$ cat config.mk
export PLATFORM = sky130hd
export DESIGN_NAME = uart_tx
export DESIGN_NICKNAME = d
export VERILOG_FILES = /design/src/rtl/uart_tx_pkg.sv /design/src/rtl/uart_tx_baud_gen.sv /design/src/rtl/uart_tx.sv
export SDC_FILE = /design/constraint.sdc
export NUM_CORES = 1
export LEC_CHECK = 0
export BUFFER_PORTS_ARGS = -buffer_cell sky130_fd_sc_hd__buf_2
export CAP_MARGIN = 20
export CORE_MARGIN = 2
export CORE_UTILIZATION = 35
export CTS_CLUSTER_DIAMETER = 200
export DETAILED_ROUTE_END_ITERATION = 7
export SYNTH_ARGS = -nofsm -noshare
export SYNTH_HDL_FRONTEND = slang
export SYNTH_SLANG_ARGS = --single-unit
$ cat constraint.sdc
create_clock -name CLK -period 4.5 [get_ports CLK]
set_clock_uncertainty 0.15 [all_clocks]
set_input_delay 0.45 -clock CLK [delete_from_list [all_inputs] [get_ports CLK]]
set_output_delay 0.45 -clock CLK [all_outputs]
set_load 0.05 [all_outputs]
$ cat src/rtl/uart_tx_pkg.sv
// Shared UART definitions: frame geometry, FSM state encoding and the
// clocks-per-bit helper. Intended for reuse by a future uart_rx.
package uart_tx_pkg;

  localparam int unsigned UART_DATA_BITS  = 8;
  localparam int unsigned UART_FRAME_BITS = 10;  // start + data + stop

  typedef enum logic [1:0] {
    S_IDLE  = 2'd0,
    S_START = 2'd1,
    S_DATA  = 2'd2,
    S_STOP  = 2'd3
  } uart_state_e;

  // Clock cycles per bit, rounded to the nearest integer.
  function automatic int unsigned calc_div(input int unsigned clk_hz, input int unsigned baud);
    return (clk_hz + baud / 2) / baud;
  endfunction

endpackage

$ cat src/rtl/uart_tx_baud_gen.sv
// Bit-period timer for the UART transmitter.
// A down-counter reloaded to Div-1 on every bit boundary (or on restart),
// so each bit lasts exactly Div clock cycles.
// Ports:
//   clk_i      system clock
//   rst_i      asynchronous active-high reset, clears the counter
//   restart_i  reload the counter to start a fresh bit period next cycle
//   bit_end_o  high during the last cycle of the current bit period
module uart_tx_baud_gen #(
  parameter int unsigned Div = 347
) (
  input  logic clk_i,
  input  logic rst_i,
  input  logic restart_i,
  output logic bit_end_o
);

  localparam int unsigned   CntW   = $clog2(Div);
  localparam logic [CntW-1:0] Reload = CntW'(Div - 1);

  logic [CntW-1:0] cnt_q;

  assign bit_end_o = (cnt_q == '0);

  always_ff @(posedge clk_i or posedge rst_i) begin
    if (rst_i) begin
      cnt_q <= '0;
    end else if (restart_i || bit_end_o) begin
      cnt_q <= Reload;
    end else begin
      cnt_q <= cnt_q - CntW'(1);
    end
  end

endmodule

$ cat src/rtl/uart_tx.sv
// 8N1 UART transmitter with a one-byte holding register so consecutive
// bytes leave with no idle gap between frames.
// Ports:
//   CLK       system clock, rising edge
//   RESET     asynchronous active-high reset; aborts any frame in flight
//   tx_data   byte to send, LSB first, sampled only on the accept edge
//   tx_valid  producer offers tx_data
//   tx_ready  byte accepted on an edge where tx_valid && tx_ready
//   TXD       serial line, idle high, registered
//   busy      high from start bit through stop bit
module uart_tx
  import uart_tx_pkg::*;
#(
  parameter int unsigned CLK_FREQ_HZ = 40_000_000,
  parameter int unsigned BAUD        = 115_200
) (
  input  logic       CLK,
  input  logic       RESET,
  input  logic [7:0] tx_data,
  input  logic       tx_valid,
  output logic       tx_ready,
  output logic       TXD,
  output logic       busy
);

  localparam int unsigned DIV     = calc_div(CLK_FREQ_HZ, BAUD);
  localparam int unsigned BitCntW = $clog2(UART_DATA_BITS);
  localparam logic [BitCntW-1:0] LastBit = BitCntW'(UART_DATA_BITS - 1);

  if (DIV < 2) begin : g_div_check
    $error("uart_tx: DIV must be at least 2 clock cycles per bit");
  end

  if (UART_FRAME_BITS != UART_DATA_BITS + 2) begin : g_frame_check
    $error("uart_tx: frame must be start + data + stop bits");
  end

  uart_state_e               state_q;
  logic [UART_DATA_BITS-1:0] shift_q;
  logic [UART_DATA_BITS-1:0] hold_q;
  logic                      hold_valid_q;
  logic [BitCntW-1:0]        bit_cnt_q;
  logic                      txd_q;
  logic                      busy_q;

  logic bit_end;
  logic accept;
  logic engine_free;
  logic restart;

  assign accept = tx_valid && !hold_valid_q;
  // The engine can take a byte directly when idle, or on the final stop-bit
  // cycle when nothing is waiting in the holding register.
  assign engine_free = (state_q == S_IDLE) ||
                       ((state_q == S_STOP) && bit_end && !hold_valid_q);
  // From idle the counter is free-running, so realign it to the new frame.
  assign restart = accept && (state_q == S_IDLE);

  assign tx_ready = !hold_valid_q;
  assign TXD      = txd_q;
  assign busy     = busy_q;

  uart_tx_baud_gen #(
    .Div (DIV)
  ) u_baud_gen (
    .clk_i     (CLK),
    .rst_i     (RESET),
    .restart_i (restart),
    .bit_end_o (bit_end)
  );

  always_ff @(posedge CLK or posedge RESET) begin
    if (RESET) begin
      state_q      <= S_IDLE;
      shift_q      <= '0;
      hold_q       <= '0;
      hold_valid_q <= 1'b0;
      bit_cnt_q    <= '0;
      txd_q        <= 1'b1;
      busy_q       <= 1'b0;
    end else begin
      if (accept && !engine_free) begin
        hold_q       <= tx_data;
        hold_valid_q <= 1'b1;
      end

      case (state_q)
        S_IDLE: begin
          if (accept) begin
            shift_q <= tx_data;
            state_q <= S_START;
            txd_q   <= 1'b0;
            busy_q  <= 1'b1;
          end
        end

        S_START: begin
          if (bit_end) begin
            state_q   <= S_DATA;
            bit_cnt_q <= '0;
            txd_q     <= shift_q[0];
            shift_q   <= shift_q >> 1;
          end
        end

        S_DATA: begin
          if (bit_end) begin
            if (bit_cnt_q == LastBit) begin
              state_q <= S_STOP;
              txd_q   <= 1'b1;
            end else begin
              bit_cnt_q <= bit_cnt_q + BitCntW'(1);
              txd_q     <= shift_q[0];
              shift_q   <= shift_q >> 1;
            end
          end
        end

        S_STOP: begin
          if (bit_end) begin
            if (hold_valid_q) begin
              // Drain the held byte: next start bit follows with no gap.
              shift_q      <= hold_q;
              hold_valid_q <= 1'b0;
              state_q      <= S_START;
              txd_q        <= 1'b0;
            end else if (accept) begin
              shift_q <= tx_data;
              state_q <= S_START;
              txd_q   <= 1'b0;
            end else begin
              state_q <= S_IDLE;
              busy_q  <= 1'b0;
            end
          end
        end

        default: begin
          state_q <= S_IDLE;
        end
      endcase
    end
  end

endmodule
==> flow_summary.ini <==
[synthesis]
synthAdderAreaFrac = 0.0589
syn_inst = 155
synth-seq-cells = 33
synth_simple_gate_area_frac = 0.0943
yosysSeqAreaShare = 0.487
synth_top_family_by_area = compound AO/OA/AOI/OAI gates
synth_area_per_cell_um2 = 11.0
synth_compound_area_frac = 0.226
synth_fp_nets = 174
netlist_area_um2 = 1700
synth_xor_area_frac = 0.0309
yosysUniqueCellTypes = 36
synth_mux_area_frac = 0.0663
yosys_warnings = 0

[global_routing]
grt.overflow.total = 0
grt_use_met3 = 0.0370
grt_antenna_before_repair = 0
grt.busiest_layer = met2
grt_max_degree = 34
grt_pass1_vias = 1309
grt_usage = 0.151
grt_use_met1 = 0.195
grt_pass1_wl_um = 6150
use_met2 = 0.237

[cts]
hold_buffers = 0
numCtsBuffers = 5
ctsLongestPathBuffers = 2
cts_tree = yes
ctsResizeCount = 0
clk_latency_ps = 280
path_clk_slew_ps = 70
clock_sinks = 33
cts_setup_buffers = 0
htree_levels = 2
root_buffer = clkbuf_8

[final_layout]
drive_gt1_frac = 0.200
nNetsFinal = 188
fillers = 456
multi_input_comb_area_um2 = 810
diodes = 0
final_area_um2 = 1900
synthToLayoutAreaGrowth_pct = 11.9
seqCellArea_um2 = 827

[power]
power_density_nw_per_um2 = 294
switching_power_mw = 0.117
peakVddDrop_mv = 0.228
p_total_mw = 0.558
internal_power_mw = 0.441
sequentialPowerShare = 0.557
netSwitchingFraction = 0.210
clkPwrFrac = 0.405
p_leak_nw = 0.839
p_comb_frac = 0.039

[worst_setup_path]
max_stage_delay_ps = 580
reg2reg_setup_slack_ps = 1910
critPathCaptureType = flip-flop
critical_path_class = reg -> reg
worstPathCellList = inv_1 > ha_1 > or4b_1 > o31ai_4 > o21ai_2 > a22o_1
critical_path_required_ps = 4520
slowest_stage = or4b_1
reg2reg_from = u_baud_gen.cnt_q[0]
crit_path_start_kind = flip-flop
startpoint = u_baud_gen.cnt_q[0]
arrival_ps = 2610
cp_max_fo = 10

[floorplanning]
die_h_um = 73.7
die_area_um2 = 5430
placementRows = 25
core_area_um2 = 4690
die_width_um = 73.7
start_util = 0.362
ios = 14

[hold_path]
hold_class = in -> async

[place]
dp_hpwl_um = 2560
portBuffers = 13
routabilityCongestion = 0.785
postPlaceCellArea_um2 = 1810

[drt]
first_iter_violations = 57
wl_um = 3500
wl_per_cell_um = 15.6
ant_nets = 0
dr.pass1.iters = 4
vias_per_cell = 5.57
via_count = 1247
drcViolationCount = 0

[status]
outcome = complete, no violations

[timing]
timing.max_slew.rel_slack = 0.526
worst_pin_slew_ps = 709
hold_violations = 0
period_share = 0.576
fmax_mhz = 386
setup_violations = 0
post-route-min-period_ps = 2590
finalSetupTns_ps = 0
rsz0062_at_grt = false
whs_ps = 91.5
drv_slew = 0

[job]
max_cap_violations = 0
critical path, delay by kind of cell (launching register included):
family | cells | cell delay, ps
compound gates | 3 | 1060
fa+ha+maj | 1 | 210
buf+inv | 1 | 70
flops | 1 | 400
simple gates | 1 | 580
cell usage after synthesis:
cell / instances / share of area
and3_1: 1 / 0.0037
a211oi_2: 1 / 0.0074
dfrtp_1: 32 / 0.47
xor2_1: 3 / 0.015
buf_2: 2 / 0.0059
nand3_1: 1 / 0.0029
o31ai_1: 1 / 0.0044
nor2b_1: 2 / 0.0074
o2bb2a_1: 1 / 0.0059
nor4_1: 1 / 0.0037
a21oi_1: 8 / 0.024
a41oi_1: 2 / 0.010
xnor2_1: 3 / 0.015
o22a_1: 1 / 0.0052
nor3_1: 2 / 0.0059
dfstp_2: 1 / 0.015
a22o_1: 9 / 0.046
o22ai_1: 1 / 0.0037
or3_1: 2 / 0.0074
clkbuf_1: 5 / 0.011
a22oi_1: 7 / 0.031
and2_1: 2 / 0.0074
mux2_2: 10 / 0.066
o21a_1: 1 / 0.0044
o21ai_0: 5 / 0.015
or4b_1: 1 / 0.0059
o21ai_2: 1 / 0.0052
o32ai_1: 1 / 0.0052
o2bb2ai_1: 9 / 0.046
o31ai_4: 1 / 0.013
ha_1: 8 / 0.059
nand2_1: 8 / 0.018
or4_1: 1 / 0.0044
inv_1: 9 / 0.020
nand2b_1: 1 / 0.0037
nor2_1: 11 / 0.024
routing by layer:
layer,share of wire,vias up
met2,0.47,24
met1,0.46,617
met4,0.022,0
met3,0.043,7
met5,0,-
li1,-,599
state kept, by name, summed over array words and instances, names as in the netlist:
name and cells:
TXD 1, bit_cnt_q 3, busy 1, hold_q 8, hold_valid_q 1, shift_q 8
state_q 2, u_baud_gen.cnt_q 9
area by class of cell:
cell class | instances | area share
clock buffers | 8 | 0.0474
inverters | 9 | 0.0178
multi-input cells | 106 | 0.426
flip-flops and latches | 33 | 0.435
well taps | 54 | 0.0355
repair buffers | 14 | 0.0382
final timing paths:
kind | endpoint | cells past startpoint
max in group asynchronous | TXD | 3
hold / removal | shift_q[5] | 3
setup / recovery | shift_q[2] | 6
hold reg to reg | u_baud_gen.cnt_q[0] | 1
setup reg to reg | shift_q[2] | 6
min in group CLK | hold_q[4] | 2
logic make-up (layout without fill, tap and decap cells):
| family | Yosys count | in the layout |
|---|---|---|
| compound gates | 49 | 49 |
| xor+xnor | 6 | 6 |
| fa+ha+maj | 8 | 8 |
| buf+inv | 16 | 31 |
| flops | 33 | 33 |
| mux | 10 | 10 |
| simple gates | 33 | 33 |
per-stage QoR:
stage,utilization,cells,setup WS (ps)
after floorplan,-,155,2250
after global placement,0.386,216,1980
after detailed placement,0.386,216,1920
after CTS,0.405,224,1900
after global routing,0.405,224,1760
final,0.405,224,1910
cells in the final DEF (no fill, tap or decap), drive strengths merged, types with 3 or more instances in the layout:
| cell type | netlist | layout |
|---|---|---|
| a22oi | 7 | 7 |
| nor2 | 11 | 11 |
| o21ai | 6 | 6 |
| dfrtp | 32 | 32 |
| mux2 | 10 | 10 |
| ha | 8 | 8 |
| buf | 2 | 14 |
| xor2 | 3 | 3 |
| o2bb2ai | 9 | 9 |
| nand2 | 8 | 8 |
| inv | 9 | 9 |
| a22o | 9 | 9 |
| a21oi | 8 | 8 |
| xnor2 | 3 | 3 |
| clkbuf | 5 | 8 |
power by group through the flow:
stage          logic, mW  clock network, mW  registers, mW
2_1_floorplan     0.0127                  0          0.315
3_3_place_gp      0.0207                  0          0.316
3_5_place_dp      0.0222                  0          0.316
4_1_cts           0.0222              0.232          0.311
5_1_grt           0.0241              0.250          0.312
6_report          0.0216              0.226          0.311
No activity file was read; power rests on OpenSTA's default activity.
